[src/rtl/runtime_cfg_unit_pkg.sv]
// Shared types and address map for the runtime configuration unit.
// Consumers size their config taps from CFG_N_REGS.
package runtime_cfg_unit_pkg;

    typedef enum logic [1:0] {
        IDLE,
        DRAIN,
        APPLY,
        RELEASE
    } cfg_state_t;

    localparam int CFG_N_REGS = 8;

    localparam logic [7:0] CFG_ADDR_VERSION     = 8'h00;
    localparam logic [7:0] CFG_ADDR_STATUS      = 8'h01;
    localparam logic [7:0] CFG_ADDR_CTRL        = 8'h02;
    localparam logic [7:0] CFG_ADDR_SHADOW_BASE = 8'h10;
    localparam logic [7:0] CFG_ADDR_ACTIVE_BASE = 8'h20;

    localparam int CFG_CTRL_COMMIT  = 0;
    localparam int CFG_CTRL_CLR_ERR = 1;

endpackage

[src/rtl/runtime_cfg_unit_if.sv]
// Host register bus of the runtime configuration unit.
// Writes use valid/ready; reads are always accepted with a 1-cycle response.
interface runtime_cfg_unit_if #(
    parameter int ADDR_W = 8,
    parameter int DATA_W = 32
);
    logic              wvalid;
    logic              wready;
    logic [ADDR_W-1:0] waddr;
    logic [DATA_W-1:0] wdata;
    logic              rvalid;
    logic [ADDR_W-1:0] raddr;
    logic [DATA_W-1:0] rdata;
    logic              rdata_valid;

    modport master (
        output wvalid, waddr, wdata, rvalid, raddr,
        input  wready, rdata, rdata_valid
    );

    modport slave (
        input  wvalid, waddr, wdata, rvalid, raddr,
        output wready, rdata, rdata_valid
    );
endinterface

[src/rtl/runtime_cfg_unit_quiesce_fsm.sv]
// Commit sequencer: drains all tiles, strobes the copy, then releases them.
// Owns the drain timeout and the sticky timeout flag.
module runtime_cfg_unit_quiesce_fsm
    import runtime_cfg_unit_pkg::*;
#(
    parameter int N_TILES        = 1,
    parameter int TIMEOUT_CYCLES = 4096
) (
    input  logic               clk,
    input  logic               rstn,
    input  logic               start,
    input  logic               clr_err,
    input  logic [N_TILES-1:0] quiesce_ack,
    output logic [N_TILES-1:0] quiesce_req,
    output logic               apply,
    output logic               idle,
    output logic               busy,
    output logic               err
);
    localparam int CNT_W = $clog2(TIMEOUT_CYCLES + 1);
    localparam logic [CNT_W-1:0] CNT_LAST = CNT_W'(TIMEOUT_CYCLES - 1);

    cfg_state_t       state;
    logic [CNT_W-1:0] cnt;

    assign idle  = (state == IDLE);
    assign busy  = (state != IDLE);
    assign apply = (state == APPLY);

    always_ff @(posedge clk or negedge rstn) begin
        if (!rstn) begin
            state       <= IDLE;
            cnt         <= '0;
            quiesce_req <= '0;
            err         <= 1'b0;
        end else begin
            unique case (state)
                IDLE: begin
                    // clear is ordered before start so CTRL=3 retries cleanly
                    if (clr_err) err <= 1'b0;
                    if (start) begin
                        state       <= DRAIN;
                        cnt         <= '0;
                        quiesce_req <= '1;
                    end
                end
                DRAIN: begin
                    if (&quiesce_ack) begin
                        state <= APPLY;
                    end else if (cnt == CNT_LAST) begin
                        state       <= RELEASE;
                        quiesce_req <= '0;
                        err         <= 1'b1;
                    end else begin
                        cnt <= cnt + 1'b1;
                    end
                end
                APPLY: begin
                    state       <= RELEASE;
                    quiesce_req <= '0;
                end
                RELEASE: begin
                    if (quiesce_ack == '0) state <= IDLE;
                end
                default: state <= IDLE;
            endcase
        end
    end

endmodule

[src/rtl/runtime_cfg_unit.sv]
// Host-writable shadow/active tuning registers broadcast to all tiles.
// Active words change only on the single APPLY cycle of a quiesced commit.
module runtime_cfg_unit
    import runtime_cfg_unit_pkg::*;
#(
    parameter int N_TILES        = 1,
    parameter int N_CFG_REGS     = CFG_N_REGS,
    parameter int DATA_W         = 32,
    parameter int ADDR_W         = 8,
    parameter int GEN_W          = 8,
    parameter int TIMEOUT_CYCLES = 4096,
    parameter int CFG_VERSION    = 10,
    parameter logic [N_CFG_REGS*DATA_W-1:0] RESET_VALUES = '0
) (
    input  logic                         clk,
    input  logic                         rstn,
    runtime_cfg_unit_if.slave            cfg,
    output logic [N_TILES-1:0]           quiesce_req,
    input  logic [N_TILES-1:0]           quiesce_ack,
    output logic [N_CFG_REGS*DATA_W-1:0] cfg_active,
    output logic [GEN_W-1:0]             cfg_gen,
    output logic                         cfg_busy,
    output logic                         cfg_err
);
    localparam int W = N_CFG_REGS * DATA_W;

    logic [W-1:0]      shadow;
    logic [W-1:0]      active;
    logic              idle;
    logic              apply;
    logic              wr_fire;
    logic              wr_ctrl;
    logic              w_sh;
    logic [ADDR_W-1:0] w_off;
    logic [ADDR_W-1:0] r_sh_off;
    logic [ADDR_W-1:0] r_act_off;
    logic [DATA_W-1:0] sh_word;
    logic [DATA_W-1:0] act_word;
    logic [DATA_W-1:0] rmux;

    assign cfg.wready = idle;
    assign wr_fire    = cfg.wvalid & idle;
    assign wr_ctrl    = wr_fire && (cfg.waddr == ADDR_W'(CFG_ADDR_CTRL));
    // addresses below the base wrap high and fall out of the window
    assign w_off      = cfg.waddr - ADDR_W'(CFG_ADDR_SHADOW_BASE);
    assign w_sh       = wr_fire && (w_off < ADDR_W'(N_CFG_REGS));
    assign cfg_active = active;

    runtime_cfg_unit_quiesce_fsm #(
        .N_TILES        (N_TILES),
        .TIMEOUT_CYCLES (TIMEOUT_CYCLES)
    ) u_fsm (
        .clk         (clk),
        .rstn        (rstn),
        .start       (wr_ctrl & cfg.wdata[CFG_CTRL_COMMIT]),
        .clr_err     (wr_ctrl & cfg.wdata[CFG_CTRL_CLR_ERR]),
        .quiesce_ack (quiesce_ack),
        .quiesce_req (quiesce_req),
        .apply       (apply),
        .idle        (idle),
        .busy        (cfg_busy),
        .err         (cfg_err)
    );

    always_ff @(posedge clk or negedge rstn) begin
        if (!rstn) begin
            shadow  <= RESET_VALUES;
            active  <= RESET_VALUES;
            cfg_gen <= '0;
        end else begin
            if (w_sh) begin
                for (int i = 0; i < N_CFG_REGS; i++) begin
                    if (w_off == ADDR_W'(i))
                        shadow[i*DATA_W +: DATA_W] <= cfg.wdata;
                end
            end
            if (apply) begin
                active  <= shadow;
                cfg_gen <= cfg_gen + 1'b1;
            end
        end
    end

    always_comb begin
        r_sh_off  = cfg.raddr - ADDR_W'(CFG_ADDR_SHADOW_BASE);
        r_act_off = cfg.raddr - ADDR_W'(CFG_ADDR_ACTIVE_BASE);
        sh_word   = '0;
        act_word  = '0;
        for (int i = 0; i < N_CFG_REGS; i++) begin
            if (r_sh_off == ADDR_W'(i))
                sh_word = shadow[i*DATA_W +: DATA_W];
            if (r_act_off == ADDR_W'(i))
                act_word = active[i*DATA_W +: DATA_W];
        end
    end

    always_comb begin
        rmux = '0;
        unique case (1'b1)
            cfg.raddr == ADDR_W'(CFG_ADDR_VERSION):
                rmux = DATA_W'(CFG_VERSION);
            cfg.raddr == ADDR_W'(CFG_ADDR_STATUS):
                rmux = DATA_W'({cfg_err, cfg_busy, cfg_gen});
            r_sh_off < ADDR_W'(N_CFG_REGS):
                rmux = sh_word;
            r_act_off < ADDR_W'(N_CFG_REGS):
                rmux = act_word;
            default:
                rmux = '0;
        endcase
    end

    always_ff @(posedge clk or negedge rstn) begin
        if (!rstn) begin
            cfg.rdata       <= '0;
            cfg.rdata_valid <= 1'b0;
        end else begin
            cfg.rdata_valid <= cfg.rvalid;
            if (cfg.rvalid) cfg.rdata <= rmux;
        end
    end

endmodule

[src/flat_wrapper.sv]
// flat-port wrapper written by rule: the top's interface ports become plain ports
module runtime_cfg_unit_flat import runtime_cfg_unit_pkg::*;
#(
    parameter int N_TILES        = 1,
    parameter int N_CFG_REGS     = CFG_N_REGS,
    parameter int DATA_W         = 32,
    parameter int ADDR_W         = 8,
    parameter int GEN_W          = 8,
    parameter int TIMEOUT_CYCLES = 4096,
    parameter int CFG_VERSION    = 10,
    parameter logic [N_CFG_REGS*DATA_W-1:0] RESET_VALUES = '0
)
  (clk, rstn, quiesce_req, quiesce_ack, cfg_active, cfg_gen, cfg_busy, cfg_err, cfg_wvalid, cfg_waddr, cfg_wdata, cfg_rvalid, cfg_raddr, cfg_wready, cfg_rdata, cfg_rdata_valid);
  runtime_cfg_unit_if #(.ADDR_W(ADDR_W), .DATA_W(DATA_W)) cfg_i ();
  input  logic clk;
  input  logic rstn;
  output logic [N_TILES-1:0] quiesce_req;
  input  logic [N_TILES-1:0] quiesce_ack;
  output logic [N_CFG_REGS*DATA_W-1:0] cfg_active;
  output logic [GEN_W-1:0] cfg_gen;
  output logic cfg_busy;
  output logic cfg_err;
  input wire logic [$bits(cfg_i.wvalid)-1:0] cfg_wvalid;
  input wire logic [$bits(cfg_i.waddr)-1:0] cfg_waddr;
  input wire logic [$bits(cfg_i.wdata)-1:0] cfg_wdata;
  input wire logic [$bits(cfg_i.rvalid)-1:0] cfg_rvalid;
  input wire logic [$bits(cfg_i.raddr)-1:0] cfg_raddr;
  output wire logic [$bits(cfg_i.wready)-1:0] cfg_wready;
  output wire logic [$bits(cfg_i.rdata)-1:0] cfg_rdata;
  output wire logic [$bits(cfg_i.rdata_valid)-1:0] cfg_rdata_valid;
  assign cfg_i.wvalid = cfg_wvalid;
  assign cfg_i.waddr = cfg_waddr;
  assign cfg_i.wdata = cfg_wdata;
  assign cfg_i.rvalid = cfg_rvalid;
  assign cfg_i.raddr = cfg_raddr;
  assign cfg_wready = cfg_i.wready;
  assign cfg_rdata = cfg_i.rdata;
  assign cfg_rdata_valid = cfg_i.rdata_valid;
  runtime_cfg_unit #(.N_TILES(N_TILES), .N_CFG_REGS(N_CFG_REGS), .DATA_W(DATA_W), .ADDR_W(ADDR_W), .GEN_W(GEN_W), .TIMEOUT_CYCLES(TIMEOUT_CYCLES), .CFG_VERSION(CFG_VERSION), .RESET_VALUES(RESET_VALUES)) u_core (.clk(clk), .rstn(rstn), .cfg(cfg_i), .quiesce_req(quiesce_req), .quiesce_ack(quiesce_ack), .cfg_active(cfg_active), .cfg_gen(cfg_gen), .cfg_busy(cfg_busy), .cfg_err(cfg_err));
endmodule
[config.mk]
export PLATFORM = sky130hd
export DESIGN_NAME = runtime_cfg_unit_flat
export DESIGN_NICKNAME = d
export VERILOG_FILES = /design/src/rtl/runtime_cfg_unit_pkg.sv /design/src/rtl/runtime_cfg_unit_if.sv /design/src/rtl/runtime_cfg_unit_quiesce_fsm.sv /design/src/rtl/runtime_cfg_unit.sv /design/src/flat_wrapper.sv
export SDC_FILE = /design/constraint.sdc
export NUM_CORES = 1
export LEC_CHECK = 0
export ABC_CLOCK_PERIOD_IN_PS = 3600
export CAP_MARGIN = 30
export CORE_ASPECT_RATIO = 0.7
export CORE_MARGIN = 4
export CORE_UTILIZATION = 45
export CTS_CLUSTER_DIAMETER = 200
export DETAILED_ROUTE_END_ITERATION = 10
export DONT_BUFFER_PORTS = 1
export GPL_ROUTABILITY_DRIVEN = 0
export GPL_TIMING_DRIVEN = 0
export PLACE_DENSITY_LB_ADDON = 0.1
export SYNTH_ARGS = -nofsm -noshare
export SYNTH_HDL_FRONTEND = slang
export SYNTH_SLANG_ARGS = --single-unit
export TNS_END_PERCENT = 100
[constraint.sdc]
create_clock -name clk -period 3.6 [get_ports clk]
set_input_delay 0.54 -clock clk [delete_from_list [all_inputs] [get_ports clk]]
set_output_delay 0.54 -clock clk [all_outputs]
set_load 0.05 [all_outputs]
==> results of run 1 <==
layout make-up:
class,instances,area [µm²]
Clock inverter,17,169
Fill cell,5050,28400
Timing Repair Buffer,37,532
Tap cell,798,998
Sequential cell,570,14300
Clock buffer,83,1740
Buffer,141,707
Multi-Input combinational cell,1272,11600
Inverter,16,60.1
critical path: stages, from the launching register on:
cell and delay [ns]:
dfrtp_1 0.41, inv_1 0.13, ha_1 0.61, nor4b_4 0.45, and3b_2 0.28, nand4_1 0.45, clkbuf_1 0.62, mux2_2 0.46
power by group:
part | switching [W] | internal, W | total, W
logic | 0.00231 | 0.00145 | 0.00376
clock network | 0.00270 | 0.00353 | 0.00623
registers | 0.00156 | 0.00679 | 0.00836
total | 0.00657 | 0.0118 | 0.0184
worst max path at each step:
stage,startpoint,endpoint,cells past startpoint
after floorplan,u_core.u_fsm.state[0]$_DFFE_PN0P_,u_core.shadow[193]$_DFFE_PN0P_,8
after global placement,cfg_raddr[2],u_core.cfg.rdata[31]$_DFFE_PN0P_,7
after detailed placement,cfg_raddr[0],u_core.cfg.rdata[9]$_DFFE_PN0P_,8
after CTS,u_core.u_fsm.state[0]$_DFFE_PN0P_,u_core.shadow[155]$_DFFE_PN0P_,7
after global routing,u_core.u_fsm.state[0]$_DFFE_PN0P_,u_core.shadow[155]$_DFFE_PN0P_,7
final,u_core.u_fsm.state[0]$_DFFE_PN0P_,u_core.shadow[137]$_DFFE_PN0P_,7
logic make-up (layout without fill, tap and decap cells):
group                    after synthesis  count (layout)  share of synthesized area (%)
adder cells (fa/ha/maj)                8               8                          0.376
flip-flops                           570             570                           53.6
buffers and inverters                157             294                           2.88
multiplexers                         611             611                           28.0
XOR/XNOR                              11              11                          0.362
AND/OR/NAND/NOR                      315             315                           6.45
AO/OA/AOI/OAI                        327             327                           8.28
layer usage:
metal	track usage, %	part of all wire, %	up-vias
met4	14.5	4.6	8
met3	15.7	14	327
li1	-	-	7666
met2	51.4	42	1286
met1	46.6	39	10200
met5	0	0.040	-
metrics by stage:
| step | setup WS, ns | hold slack [ns] | total power, W | std cells | cell area (µm²) |
|---|---|---|---|---|---|
| final | 0.0730 | -0.398 | 0.0184 | 2934 | 30000 |
| after global routing | 0.00806 | -0.412 | 0.0187 | 2934 | 30000 |
| after CTS | 0.150 | -0.400 | 0.0182 | 2930 | 30000 |
| after detailed placement | 0.0421 | 0.272 | 0.0121 | 2829 | 28100 |
| after global placement | -0.0844 | 0.271 | 0.0117 | 2797 | 27600 |
| after floorplan | 0.887 | 0.244 | 0.0102 | 1999 | 26600 |
synth_stat cells (all sizes together) (25+ instances only):
library cell / count / share of area, %
nor2: 72 / 1.0
mux2: 538 / 23
buf: 75 / 1.7
mux2i: 29 / 1.1
mux4: 44 / 3.7
o211ai: 27 / 0.76
o22ai: 25 / 0.59
a21oi: 88 / 1.7
nand2: 76 / 1.1
o21ai: 48 / 0.90
clkbuf: 66 / 0.94
dfrtp: 570 / 54
sequential cells by signal, indices dropped and copies added, names as in the netlist:
signal / flops
u_core.cfg_gen: 8
u_core.u_fsm.quiesce_req: 1
u_core.cfg.rdata: 32
u_core.u_fsm.state: 2
u_core.u_fsm.cnt: 13
u_core.cfg.rdata_valid: 1
u_core.shadow: 256
u_core.cfg_active: 256
u_core.u_fsm.err: 1
==> flow_metrics.tcl, run 1 <==
set metrics [dict create \
    final_core_utilization_pct 51.4 \
    ys_warn_count 0 \
    num_vias 19500 \
    tritoncts "done" \
    r2r_cells 7 \
    grtUsageTotal_pct 35.4 \
    grt_pass1_vias 19500 \
    result_of_the_run "finished, violations left" \
    dp_hpwl_mm 79.1 \
    slew-limit-headroom_pct -59.8 \
    finalClockSkew_ns 0.0309 \
    power.density_cell_area_nw_per_um2 611 \
    period_share_pct 98.0 \
    leakagePower_nw 14.2 \
    largest_net_degree_at_the_start_of_global_routing 571 \
    initial_utilization_pct 45.5 \
    r2r_start "u_core.u_fsm.state[0]$_DFFE_PN0P_" \
    synth-edff-count 0 \
    core.rowCount 74 \
    report.final.slew_viol_count 294 \
    first_iter_violations 2352 \
    layout-drive-gt1-share_pct 37.8 \
    max_slew.worst_pin.slew_ns 2.40 \
    ir_drop_uv 397 \
    detail_route.wirelength_mm 114 \
    wire_length_of_the_first_global_routing_pass_mm 157 \
    cell_area_synth_um2 26600 \
    die_area_um2 63100 \
    syn-mean-instance-area_um2 13.3 \
    synth-seq-cells 570 \
    area_delta_synth_final_pct 12.9 \
    antennaDiodeCount 0 \
    postSynth.topFlopCell "dfrtp_1" \
    drt-wirelength-per-cell_um 38.8 \
    postSynthNetCount 2060 \
    r2r_slack_ns 0.07 \
    antenna_left 0 \
    failing_checks "hold timing, slew limit" \
    post-cts-setup-buffer-count 0 \
    timing.final.crit_period_ns 3.53 \
    synth_cell_types 86 \
    endpoint_kind "register" \
    totalNegativeSetupSlack_ns 0 \
    worst_skew_pair.late_latency_ns 0.64 \
    final_nets 2156 \
    asyncSetResetFlopFracSynth_pct 100 \
    final.hold.worst_slack_ns -0.398 \
    finalHoldViolCount 324 \
    clkSinkCount 570 \
    worstReg2RegEnd "u_core.shadow[137]$_DFFE_PN0P_" \
    cts-buffers-inserted 57 \
    timing.hold.worst.class "primary input to asynchronous set/reset pin" \
    worst-setup-path-type "register to register" \
    htree_num_levels 2 \
    crit_path_max_fanout 10 \
    cap_violations 0 \
    layout_common_cells "570 x dfrtp_1, 506 x mux2_2, 88 x a21oi_1" \
    ctsResizeCount 0 \
    final-setup-viol-count 0 \
    buffer_ports.inserted 0 \
    first_pass_iters 5 \
    timing.fmax_mhz 284 \
    hold_buffers 1 \
    worstPathRequired_ns 4.12 \
    grt_setup_unrepaired "false" \
    clk_transition_reported_paths_ns 0.06 \
    globalRoute.totalOverflow 0 \
    cts.root.buffer_cell "clkbuf_16" \
    postSynthCellCount 1999 \
    design.portCount 354 \
    number_of_antenna_violations_at_the_first_check_in_global_routing 6 \
    die_w_um 299 \
    crit_path_start_kind "register" \
    core_area_um2 58400 \
    synth-seq-area-share_pct 53.6 \
    layout.cells.most_common "dfrtp_1" \
    vias_per_cell 6.65 \
    drcViolationCount 0 \
    clk_path_buf_depth 3 \
    timing.critical_path.arrival_ns 4.05 \
    die_height_um 211 \
]
No activity file was read; power rests on OpenSTA's default activity.
==> run 2, diff against run 1 <==
Settings changed: ABC_CLOCK_PERIOD_IN_PS 3600 to 4100, CORE_ASPECT_RATIO 0.7 to default, CTS_CLUSTER_SIZE from default to 40.
Clock period 3.6 ns to 4.1 ns, I/O delays scaled along.
==> flow_metrics.tcl, run 2 (synthesis results as in run 1) <==
set metrics [dict create \
    core.rowCount 88 \
    antenna_left 0 \
    timing.critical_path.arrival_ns 3.79 \
    tritoncts "done" \
    layout_common_cells "570 x dfrtp_1, 506 x mux2_2, 88 x a21oi_1" \
    endpoint_kind "register" \
    report.final.slew_viol_count 389 \
    cts.root.buffer_cell "clkbuf_16" \
    final_nets 2109 \
    result_of_the_run "finished, violations left" \
    number_of_antenna_violations_at_the_first_check_in_global_routing 5 \
    timing.final.crit_period_ns 3.37 \
    worst-setup-path-type "register to register" \
    critical-path-top-delay-family "simple AND/OR/NAND/NOR gates" \
    critPathSlowestCell "ha_1" \
    core_area_um2 58100 \
    cts-buffers-inserted 18 \
    timing.fmax_mhz 297 \
    die_w_um 251 \
    worst_skew_pair.late_latency_ns 0.61 \
    cp_num_buf_inv 2 \
    drt-wirelength-per-cell_um 39.7 \
    first_iter_violations 2349 \
    period_share_pct 82.2 \
    final-setup-viol-count 0 \
    max_slew.worst_pin.slew_ns 3.48 \
    clk_transition_reported_paths_ns 0.15 \
    largest_stage_delay_worst_path_ns 0.62 \
    crit_path_max_fanout 10 \
    die_area_um2 63100 \
    failing_checks "hold timing, slew limit" \
    largest_net_degree_at_the_start_of_global_routing 571 \
    leakagePower_nw 13.5 \
    num_vias 19200 \
    drcViolationCount 0 \
    detail_route.wirelength_mm 112 \
    design.portCount 354 \
    globalRoute.totalOverflow 0 \
    grt_setup_unrepaired "false" \
    layout-drive-gt1-share_pct 35.5 \
    finalClockSkew_ns 0.0788 \
    final.hold.worst_slack_ns -0.293 \
    dp_hpwl_mm 78.9 \
    worstPathRequired_ns 4.52 \
    timing.hold.worst.class "primary input to asynchronous set/reset pin" \
    ir_drop_uv 270 \
    ctsResizeCount 0 \
    totalNegativeSetupSlack_ns 0 \
    clkSinkCount 570 \
    grt_pass1_vias 19200 \
    cap_violations 0 \
    first_pass_iters 6 \
    buffer_ports.inserted 0 \
    finalHoldViolCount 151 \
    wire_length_of_the_first_global_routing_pass_mm 154 \
    timing.critical_path.cells "inv_1 > ha_1 > nor4b_4 > and3b_2 > nand4_1 > clkbuf_1 > mux2_2" \
    fin_total_pwr_w 0.0132 \
    initial_utilization_pct 45.8 \
    power.density_cell_area_nw_per_um2 463 \
    post-cts-setup-buffer-count 0 \
    layout.cells.most_common "dfrtp_1" \
    slew-limit-headroom_pct -132 \
    clk_path_buf_depth 3 \
    htree_num_levels 1 \
    grtUsageTotal_pct 34.3 \
    vias_per_cell 6.83 \
    area_delta_synth_final_pct 7.08 \
    die_height_um 251 \
    crit_path_start_kind "register" \
]
[run 2: cell types whose count changed in the layout (fill, tap and decap cells not counted), moves of 3 or more]
| cell | change |
|---|---|
| diode_2 | +3 |
| clkbuf_8 | -17 |
| clkbuf_16 | -40 |
| clkbuf_1 | -7 |
| clkinv_2 | -11 |
| bufinv_16 | -3 |
[run 2: area by class of cell]
| class | instances | area [µm²] |
|---|---|---|
| Antenna cell | 3 | 7.51 |
| Buffer | 141 | 707 |
| Clock buffer | 19 | 475 |
| Clock inverter | 1 | 30.0 |
| Fill cell | 5187 | 29700 |
| Inverter | 16 | 60.1 |
| Multi-Input combinational cell | 1272 | 11600 |
| Sequential cell | 570 | 14300 |
| Tap cell | 765 | 957 |
| Timing Repair Buffer | 29 | 413 |
[run 2: power breakdown]
part	leakage, nW	switching, W	internal, W
clock network	0.246	0.00180	0.000860
registers	7.92	0.00138	0.00596
logic	5.30	0.00197	0.00122
total	13.5	0.00515	0.00805
[run 2: worst paths after layout]
kind,start,end,slack [ns],cells after the start
worst min register to register,u_core.shadow[63]$_DFFE_PN0P_,u_core.cfg_active[63]$_DFFE_PN0N_,0.50,1
max in group asynchronous,rstn,u_core.shadow[244]$_DFFE_PN0P_,1.71,0
worst max register to register,u_core.u_fsm.state[0]$_DFFE_PN0P_,u_core.shadow[159]$_DFFE_PN0P_,0.73,7
worst max-delay path,u_core.u_fsm.state[0]$_DFFE_PN0P_,u_core.shadow[159]$_DFFE_PN0P_,0.73,7
worst min-delay path,rstn,u_core.cfg_active[6]$_DFFE_PN0N_,-0.29,0
min in group clk,cfg_rvalid,u_core.cfg.rdata_valid$_DFF_PN0_,0.02,0
[run 2: metal layers]
layer	GRT usage, %	vias up	wire [µm]
met5	0	-	13
met4	15.3	2	5920
met3	13.0	281	14000
met2	51.5	1201	49200
met1	44.5	10200	42500
li1	-	7501	-
[run 2: stage by stage]
stage,hold WS [ns],utilization [%],cell area (µm²),worst slack (ns),std cells
2_1_floorplan,0.319,-,26600,1.39,1999
3_3_place_gp,0.345,47.4,27600,0.396,2764
3_5_place_dp,0.347,48.1,27900,0.584,2791
4_1_cts,-0.285,48.9,28400,0.726,2811
5_1_grt,-0.315,49.0,28500,0.616,2813
6_report,-0.293,49.0,28500,0.729,2816
